--- src/rtl/rtc_calendar_counter_if.sv ---
// Bundle between the RTC calendar core and its environment.
// btn_mode / btn_inc : debounced button levels into the core
// cnt_*              : binary field values for the BCD display stage
// enable_*           : per-field display enables (1 = show digits)
// set_active         : high while any field is being set
// master modport: button driver / display side. slave modport: the core.
interface rtc_calendar_counter_if;
  logic       btn_mode;
  logic       btn_inc;
  logic [5:0] cnt_s;
  logic [5:0] cnt_mi;
  logic [5:0] cnt_h;
  logic [5:0] cnt_d;
  logic [5:0] cnt_mo;
  logic [6:0] cnt_y_ten_unit;
  logic [6:0] cnt_y_thousand_hundred;
  logic       enable_s;
  logic       enable_mi;
  logic       enable_h;
  logic       enable_d;
  logic       enable_mo;
  logic       enable_y;
  logic       set_active;

  modport master (
    output btn_mode, btn_inc,
    input  cnt_s, cnt_mi, cnt_h, cnt_d, cnt_mo, cnt_y_ten_unit, cnt_y_thousand_hundred,
    input  enable_s, enable_mi, enable_h, enable_d, enable_mo, enable_y, set_active
  );

  modport slave (
    input  btn_mode, btn_inc,
    output cnt_s, cnt_mi, cnt_h, cnt_d, cnt_mo, cnt_y_ten_unit, cnt_y_thousand_hundred,
    output enable_s, enable_mi, enable_h, enable_d, enable_mo, enable_y, set_active
  );
endinterface

--- src/rtl/rtc_calendar_counter.sv ---
// Real-time clock / calendar core feeding the binary-to-BCD display stage.
// Keeps s, mi, h, d, mo and a four-digit year (two 0..99 halves) with leap years.
// A button-driven set mode walks Y -> MO -> D -> H -> MI; the selected field blinks.
// Ports:
//   clk   : system clock, rising edge
//   rst_n : asynchronous active-low reset
//   bus   : rtc_calendar_counter_if.slave (buttons in, counts/enables/set_active out)
// Optional feature: define AUTO_REPEAT_EN to auto-repeat btn_inc while held in a set
// state (first repeat after CLK_HZ cycles, then every CLK_HZ/4 cycles).
module rtc_calendar_counter #(
  parameter int unsigned CLK_HZ      = 50000000,
  parameter int unsigned RST_YEAR_HI = 20,
  parameter int unsigned RST_YEAR_LO = 0
) (
  input logic                   clk,
  input logic                   rst_n,
  rtc_calendar_counter_if.slave bus
);

  localparam int unsigned PW = (CLK_HZ > 1) ? $clog2(CLK_HZ) : 1;
  localparam logic [PW-1:0] PrescMax  = PW'(CLK_HZ - 1);
  localparam logic [PW-1:0] PrescHalf = PW'(CLK_HZ / 2);

  typedef enum logic [2:0] {StRun, StSetY, StSetMo, StSetD, StSetH, StSetMi} state_e;

  function automatic logic [5:0] days_in_month(input logic [5:0] mo, input logic [6:0] lo,
                                               input logic [6:0] hi);
    logic leap;
    // Century years are leap only when the hundreds pair is a multiple of 4.
    leap = (lo != 7'd0) ? (lo[1:0] == 2'b00) : (hi[1:0] == 2'b00);
    case (mo)
      6'd4, 6'd6, 6'd9, 6'd11: days_in_month = 6'd30;
      6'd2:                    days_in_month = leap ? 6'd29 : 6'd28;
      default:                 days_in_month = 6'd31;
    endcase
  endfunction

  // Returns {hi, lo} of the following year; 9999 wraps to 0000.
  function automatic logic [13:0] year_next(input logic [6:0] hi, input logic [6:0] lo);
    if (lo == 7'd99) year_next = {((hi == 7'd99) ? 7'd0 : hi + 7'd1), 7'd0};
    else             year_next = {hi, lo + 7'd1};
  endfunction

  state_e        state_q, state_d;
  logic [PW-1:0] presc_q, presc_d;
  logic          mode_q, inc_q;
  logic [5:0]    s_q, s_d, mi_q, mi_d, h_q, h_d, d_q, d_d, mo_q, mo_d;
  logic [6:0]    y_lo_q, y_lo_d, y_hi_q, y_hi_d;
  logic          en_s_q, en_mi_q, en_h_q, en_d_q, en_mo_q, en_y_q, set_active_q;
  logic          en_s_d, en_mi_d, en_h_d, en_d_d, en_mo_d, en_y_d, set_active_d;

  logic        mode_edge, inc_edge, tick, rep_fire, blank;
  logic [13:0] y_inc;
  logic [5:0]  dim_cur, dim_new, mo_inc;

  assign mode_edge = bus.btn_mode & ~mode_q;
  assign inc_edge  = bus.btn_inc & ~inc_q;
  assign tick      = (presc_q == PrescMax);

`ifdef AUTO_REPEAT_EN
  localparam int unsigned Rep = (CLK_HZ / 4 > 0) ? CLK_HZ / 4 : 1;
  localparam int unsigned HW  = $clog2(CLK_HZ + 1);
  logic [HW-1:0] hold_q, hold_d;

  // hold_q counts cycles btn_inc has been held in the current set state.
  always_comb begin
    hold_d   = '0;
    rep_fire = 1'b0;
    if (state_q != StRun && bus.btn_inc && !mode_edge) begin
      if (hold_q == HW'(CLK_HZ)) begin
        rep_fire = 1'b1;
        hold_d   = HW'(CLK_HZ - Rep + 1);
      end else begin
        hold_d = hold_q + HW'(1);
      end
    end
  end

  always_ff @(posedge clk or negedge rst_n) begin
    if (!rst_n) hold_q <= '0;
    else        hold_q <= hold_d;
  end
`else
  assign rep_fire = 1'b0;
`endif

  // FSM state register.
  always_ff @(posedge clk or negedge rst_n) begin
    if (!rst_n) state_q <= StRun;
    else        state_q <= state_d;
  end

  // FSM next state.
  always_comb begin
    state_d = state_q;
    if (mode_edge) begin
      unique case (state_q)
        StRun:   state_d = StSetY;
        StSetY:  state_d = StSetMo;
        StSetMo: state_d = StSetD;
        StSetD:  state_d = StSetH;
        StSetH:  state_d = StSetMi;
        default: state_d = StRun;
      endcase
    end
  end

  // Next-state outputs; registered so the enables line up with presc_q / state_q.
  always_comb begin
    blank        = (presc_d >= PrescHalf);
    en_s_d       = 1'b1;
    en_y_d       = !(state_d == StSetY && blank);
    en_mo_d      = !(state_d == StSetMo && blank);
    en_d_d       = !(state_d == StSetD && blank);
    en_h_d       = !(state_d == StSetH && blank);
    en_mi_d      = !(state_d == StSetMi && blank);
    set_active_d = (state_d != StRun);
  end

  // Calendar datapath.
  always_comb begin
    presc_d = tick ? '0 : presc_q + PW'(1);
    s_d     = s_q;
    mi_d    = mi_q;
    h_d     = h_q;
    d_d     = d_q;
    mo_d    = mo_q;
    y_lo_d  = y_lo_q;
    y_hi_d  = y_hi_q;
    y_inc   = year_next(y_hi_q, y_lo_q);
    dim_cur = days_in_month(mo_q, y_lo_q, y_hi_q);
    dim_new = dim_cur;
    mo_inc  = (mo_q == 6'd12) ? 6'd1 : mo_q + 6'd1;

    if (state_q == StRun) begin
      if (tick) begin
        if (s_q == 6'd59) begin
          s_d = 6'd0;
          if (mi_q == 6'd59) begin
            mi_d = 6'd0;
            if (h_q == 6'd23) begin
              h_d = 6'd0;
              if (d_q >= dim_cur) begin
                d_d  = 6'd1;
                mo_d = mo_inc;
                if (mo_q == 6'd12) begin
                  y_hi_d = y_inc[13:7];
                  y_lo_d = y_inc[6:0];
                end
              end else begin
                d_d = d_q + 6'd1;
              end
            end else begin
              h_d = h_q + 6'd1;
            end
          end else begin
            mi_d = mi_q + 6'd1;
          end
        end else begin
          s_d = s_q + 6'd1;
        end
      end
    end else if ((inc_edge | rep_fire) & ~mode_edge) begin
      unique case (state_q)
        StSetY: begin
          y_hi_d  = y_inc[13:7];
          y_lo_d  = y_inc[6:0];
          dim_new = days_in_month(mo_q, y_inc[6:0], y_inc[13:7]);
          if (d_q > dim_new) d_d = dim_new;
        end
        StSetMo: begin
          mo_d    = mo_inc;
          dim_new = days_in_month(mo_inc, y_lo_q, y_hi_q);
          if (d_q > dim_new) d_d = dim_new;
        end
        StSetD:  d_d  = (d_q >= dim_cur) ? 6'd1 : d_q + 6'd1;
        StSetH:  h_d  = (h_q == 6'd23) ? 6'd0 : h_q + 6'd1;
        StSetMi: mi_d = (mi_q == 6'd59) ? 6'd0 : mi_q + 6'd1;
        default: ;
      endcase
    end

    // Returning to RUN restarts the current second from zero.
    if (mode_edge && state_q == StSetMi) begin
      s_d     = 6'd0;
      presc_d = '0;
    end
  end

  always_ff @(posedge clk or negedge rst_n) begin
    if (!rst_n) begin
      presc_q <= '0;
      mode_q  <= 1'b0;
      inc_q   <= 1'b0;
      s_q     <= 6'd0;
      mi_q    <= 6'd0;
      h_q     <= 6'd0;
      d_q     <= 6'd1;
      mo_q    <= 6'd1;
      y_lo_q  <= 7'(RST_YEAR_LO);
      y_hi_q  <= 7'(RST_YEAR_HI);
    end else begin
      presc_q <= presc_d;
      mode_q  <= bus.btn_mode;
      inc_q   <= bus.btn_inc;
      s_q     <= s_d;
      mi_q    <= mi_d;
      h_q     <= h_d;
      d_q     <= d_d;
      mo_q    <= mo_d;
      y_lo_q  <= y_lo_d;
      y_hi_q  <= y_hi_d;
    end
  end

  always_ff @(posedge clk or negedge rst_n) begin
    if (!rst_n) begin
      en_s_q       <= 1'b1;
      en_mi_q      <= 1'b1;
      en_h_q       <= 1'b1;
      en_d_q       <= 1'b1;
      en_mo_q      <= 1'b1;
      en_y_q       <= 1'b1;
      set_active_q <= 1'b0;
    end else begin
      en_s_q       <= en_s_d;
      en_mi_q      <= en_mi_d;
      en_h_q       <= en_h_d;
      en_d_q       <= en_d_d;
      en_mo_q      <= en_mo_d;
      en_y_q       <= en_y_d;
      set_active_q <= set_active_d;
    end
  end

  assign bus.cnt_s                  = s_q;
  assign bus.cnt_mi                 = mi_q;
  assign bus.cnt_h                  = h_q;
  assign bus.cnt_d                  = d_q;
  assign bus.cnt_mo                 = mo_q;
  assign bus.cnt_y_ten_unit         = y_lo_q;
  assign bus.cnt_y_thousand_hundred = y_hi_q;
  assign bus.enable_s               = en_s_q;
  assign bus.enable_mi              = en_mi_q;
  assign bus.enable_h               = en_h_q;
  assign bus.enable_d               = en_d_q;
  assign bus.enable_mo              = en_mo_q;
  assign bus.enable_y               = en_y_q;
  assign bus.set_active             = set_active_q;

endmodule

--- src/flat_wrapper.sv ---
// flat-port wrapper written by rule: the top's interface ports become plain ports
module rtc_calendar_counter_flat 
#(
  parameter int unsigned CLK_HZ      = 50000000,
  parameter int unsigned RST_YEAR_HI = 20,
  parameter int unsigned RST_YEAR_LO = 0
)
  (clk, rst_n, bus_btn_mode, bus_btn_inc, bus_cnt_s, bus_cnt_mi, bus_cnt_h, bus_cnt_d, bus_cnt_mo, bus_cnt_y_ten_unit, bus_cnt_y_thousand_hundred, bus_enable_s, bus_enable_mi, bus_enable_h, bus_enable_d, bus_enable_mo, bus_enable_y, bus_set_active);
  rtc_calendar_counter_if bus_i ();
  input logic clk;
  input logic rst_n;
  input wire logic [$bits(bus_i.btn_mode)-1:0] bus_btn_mode;
  input wire logic [$bits(bus_i.btn_inc)-1:0] bus_btn_inc;
  output wire logic [$bits(bus_i.cnt_s)-1:0] bus_cnt_s;
  output wire logic [$bits(bus_i.cnt_mi)-1:0] bus_cnt_mi;
  output wire logic [$bits(bus_i.cnt_h)-1:0] bus_cnt_h;
  output wire logic [$bits(bus_i.cnt_d)-1:0] bus_cnt_d;
  output wire logic [$bits(bus_i.cnt_mo)-1:0] bus_cnt_mo;
  output wire logic [$bits(bus_i.cnt_y_ten_unit)-1:0] bus_cnt_y_ten_unit;
  output wire logic [$bits(bus_i.cnt_y_thousand_hundred)-1:0] bus_cnt_y_thousand_hundred;
  output wire logic [$bits(bus_i.enable_s)-1:0] bus_enable_s;
  output wire logic [$bits(bus_i.enable_mi)-1:0] bus_enable_mi;
  output wire logic [$bits(bus_i.enable_h)-1:0] bus_enable_h;
  output wire logic [$bits(bus_i.enable_d)-1:0] bus_enable_d;
  output wire logic [$bits(bus_i.enable_mo)-1:0] bus_enable_mo;
  output wire logic [$bits(bus_i.enable_y)-1:0] bus_enable_y;
  output wire logic [$bits(bus_i.set_active)-1:0] bus_set_active;
  assign bus_i.btn_mode = bus_btn_mode;
  assign bus_i.btn_inc = bus_btn_inc;
  assign bus_cnt_s = bus_i.cnt_s;
  assign bus_cnt_mi = bus_i.cnt_mi;
  assign bus_cnt_h = bus_i.cnt_h;
  assign bus_cnt_d = bus_i.cnt_d;
  assign bus_cnt_mo = bus_i.cnt_mo;
  assign bus_cnt_y_ten_unit = bus_i.cnt_y_ten_unit;
  assign bus_cnt_y_thousand_hundred = bus_i.cnt_y_thousand_hundred;
  assign bus_enable_s = bus_i.enable_s;
  assign bus_enable_mi = bus_i.enable_mi;
  assign bus_enable_h = bus_i.enable_h;
  assign bus_enable_d = bus_i.enable_d;
  assign bus_enable_mo = bus_i.enable_mo;
  assign bus_enable_y = bus_i.enable_y;
  assign bus_set_active = bus_i.set_active;
  rtc_calendar_counter #(.CLK_HZ(CLK_HZ), .RST_YEAR_HI(RST_YEAR_HI), .RST_YEAR_LO(RST_YEAR_LO)) u_core (.clk(clk), .rst_n(rst_n), .bus(bus_i));
endmodule
--- config.mk ---
export PLATFORM = sky130hd
export DESIGN_NAME = rtc_calendar_counter_flat
export DESIGN_NICKNAME = d
export VERILOG_FILES = /design/src/rtl/rtc_calendar_counter_if.sv /design/src/rtl/rtc_calendar_counter.sv /design/src/flat_wrapper.sv
export SDC_FILE = /design/constraint.sdc
export NUM_CORES = 1
export LEC_CHECK = 0
export BUFFER_PORTS_ARGS = -buffer_cell sky130_fd_sc_hd__buf_4
export CORE_MARGIN = 2
export CORE_UTILIZATION = 64
export DETAILED_ROUTE_END_ITERATION = 10
export GPL_ROUTABILITY_DRIVEN = 0
export PLACE_DENSITY = 0.95
export REMOVE_ABC_BUFFERS = 1
export SLEW_MARGIN = 25
export SYNTH_ARGS = -nofsm -noshare
export SYNTH_HDL_FRONTEND = slang
export SYNTH_SLANG_ARGS = --single-unit
export TNS_END_PERCENT = 10
--- constraint.sdc ---
create_clock -name clk -period 7.3 [get_ports clk]
set_input_delay 1.46 -clock clk [delete_from_list [all_inputs] [get_ports clk]]
set_output_delay 1.46 -clock clk [all_outputs]
set_load 0.1 [all_outputs]
==> metrics <==
CTS resizes=0; CP arrival=4.25 ns; Die W=91.9 µm; Synth Flop Type=dfrtp_1; clk_lat worst skew=0.37 ns; Vias/cell=6.40; Critical Path, Cell by Cell=inv_1, ha_1, o41ai_1, a21oi_1, ha_1, nand2b_1, a21oi_1, o21bai_1, a31oi_1, or3b_1, or2_4, o41ai_2; final hold violation count=0; TritonCTS sink count=81; clock power share=15.9%; fraction of layout cells with a size suffix above 1=17.6%; core area=7610 µm²; fmax=251 MHz; clk_skew=0.0133 ns; Post-CTS Hold Buffers=0; Total GRT Usage=28.5%; nets=613; Place WS=3.33 ns; placed cell count=682; Max stage delay on crit path=0.62 ns; peak supply drop=0.000329 V; crit path capture type=flip-flop; Pint=1.03 mW; H-tree depth=3; CTS tree=built; io pins=55; Total Power=2.18 mW; DRT Wirelength=11,500 µm; fin crit period=3.98 ns; CP Data Required Time=7.56 ns; Filler cells=536; Worst setup SP type=flip-flop; Post-CTS Setup Bufs=0; Mapped Cells=550; GRT overflow=0; Worst-Margin Slew=0.791 ns; clk slew on worst S/H paths=0.09 ns; RSZ-0062 raised after global routing=false; Synth cell types=70; Inserted Clock Buffers=9; DR iter-0 viols=327; n_diodes=0; CP max FO=9; final setup fails=0; Slowest-stage cell, CP=o41ai_1; Non-Filler Instances=698; # DRC=0; CTS max path bufs=2; final worst slack=3.32 ns; WL/cell=16.4 µm; setup tns final=0 ns; Max Cap Viol=0; yosys warns=0; P_sw=1.15 mW; first-pass GRT wire length=19,400 µm; largest net degree at the start of global routing=82; WP buf/inv=1; placed inst area=5380 µm²; combinational group share of total power=50.3%; EDFF count, synth=0; r2r startpoint=u_core.bus.cnt_y_thousand_hundred[0]; fin area=5590 µm²; Slew Viols, Final=0; Critical path origin=u_core.bus.cnt_y_thousand_hundred[0]; Core Util, Final=73.4%; status=finished, final reports clean; Avg Cell Area, Syn=8.99 µm²; hold_sp=u_core.presc_q[0]; initial antenna violation count=0; Routed Antenna Nets=0; Final period util=54.6%; # rows=32; First-pass DRT Iterations=5; Seq pwr share=33.8%; Leakage=2.40 nW; Starting Density=65.0%; Final HPWL DP=7920 µm; cell area power density=391 nW/µm²; worst hold slack=0.488 ns; Slew HR=46.8%; synthesis-to-layout area growth=12.9%; Synth Cell Area=4950 µm²; critical path's top delay family=compound AO/OA/AOI/OAI gates; worst min-delay path class=reg2reg; full die area=8450 µm²; ys async rst share=100%; Sw Share=52.8%; DR vias=4,465; sequential area share after synthesis=41.2%; IO buf count=53; root buffer cell=clkbuf_8; Die H=91.9 µm; critical path class=reg2reg; Seq cells post-synth=81; number of global-route vias before repair=4,177
==> Yosys cell counts, types with 8 or more instances <==
cell	count	area, µm²
inv_1	15	56.3
o21ai_0	36	180
nor3_1	19	95.1
clkbuf_1	17	63.8
and3_1	10	62.6
dfstp_2	9	236
nand2_1	60	225
a21oi_1	22	110
nand4_1	17	106
mux2_2	10	113
nor2_1	63	236
a31oi_1	8	50.1
xor2_1	16	140
xnor2_1	14	123
nand2b_1	8	50.1
dfrtp_1	72	1800
ha_1	18	225
nand3_1	21	105
==> cell usage in the layout (no fill, tap or decap), types with 4 or more instances in the layout <==
cell       n
a211oi_1   5
a21oi_1   22
a31oi_1    8
and2_1     4
and3_1    10
and4_1     6
buf_4     54
clkbuf_8  11
dfrtp_1   72
dfstp_2    9
ha_1      18
inv_1     15
mux2_2    10
nand2_1   60
nand2b_1   8
nand3_1   21
nand4_1   17
nor2_1    63
nor2b_1    6
nor3_1    19
nor4_1     5
o21ai_0   36
o31ai_1    5
o41ai_1    4
or3_1      5
or4_1      5
xnor2_1   14
xor2_1    16
==> registers in the layout, indices dropped and copies added (netlist names), 3 cells and up <==
register,count
u_core.bus.cnt_d,6
u_core.bus.cnt_h,6
u_core.bus.cnt_mi,6
u_core.bus.cnt_mo,6
u_core.bus.cnt_s,6
u_core.bus.cnt_y_ten_unit,7
u_core.bus.cnt_y_thousand_hundred,7
u_core.presc_q,26
u_core.state_q,3
==> final timing paths <==
| check | slack (ns) | end | depth (start not counted) |
|---|---|---|---|
| setup / recovery | 3.32 | u_core.bus.cnt_y_thousand_hundred[5] | 12 |
| hold / removal | 0.49 | u_core.presc_q[0] | 1 |
| setup reg to reg | 3.32 | u_core.bus.cnt_y_thousand_hundred[5] | 12 |
| hold reg to reg | 0.49 | u_core.presc_q[0] | 1 |
| max in group asynchronous | 5.69 | u_core.presc_q[4] | 1 |
| min in group asynchronous | 1.12 | u_core.bus.cnt_y_ten_unit[0] | 1 |
==> cells by family after synthesis <==
logic type | count (synthesis) | synth area share, %
and+or+nand+nor | 255 | 27.6
AOI/OAI and AO/OA | 113 | 15.2
DFF | 81 | 41.2
buffers and inverters | 40 | 3.41
xor gates and xnor gates | 30 | 5.31
adders and majority gates | 18 | 4.55
muxes | 12 | 2.68
other | 1 | 0.0758
==> routing by layer <==
metal | vias to the layer above | GRT usage (%) | wire (µm)
met4 | 0 | 12.4 | 293
met3 | 31 | 3.78 | 589
met2 | 163 | 48.8 | 5760
met1 | 2189 | 36.2 | 4820
met5 | - | 0 | 0
li1 | 2082 | - | -
==> power groups by stage <==
stage	Combinational (mW)	Clock, mW	Sequential, mW
finish	1.10	0.347	0.739
global route	1.17	0.369	0.757
CTS	1.09	0.350	0.733
detailed placement	1.09	0	0.741
global placement	1.06	0	0.729
floorplan	0.400	0	1.18
==> final cells by class <==
cell class | instances | area (µm²) | area share (%)
Multi-Input combinational cell | 429 | 2740 | 49.1
Sequential cell | 81 | 2040 | 36.5
Timing Repair Buffer | 55 | 417 | 7.46
Clock buffer | 12 | 155 | 2.78
Tap cell | 102 | 128 | 2.28
Inverter | 15 | 56.3 | 1.01
Clock inverter | 4 | 51.3 | 0.918
Power figures use the tool's default switching activity.
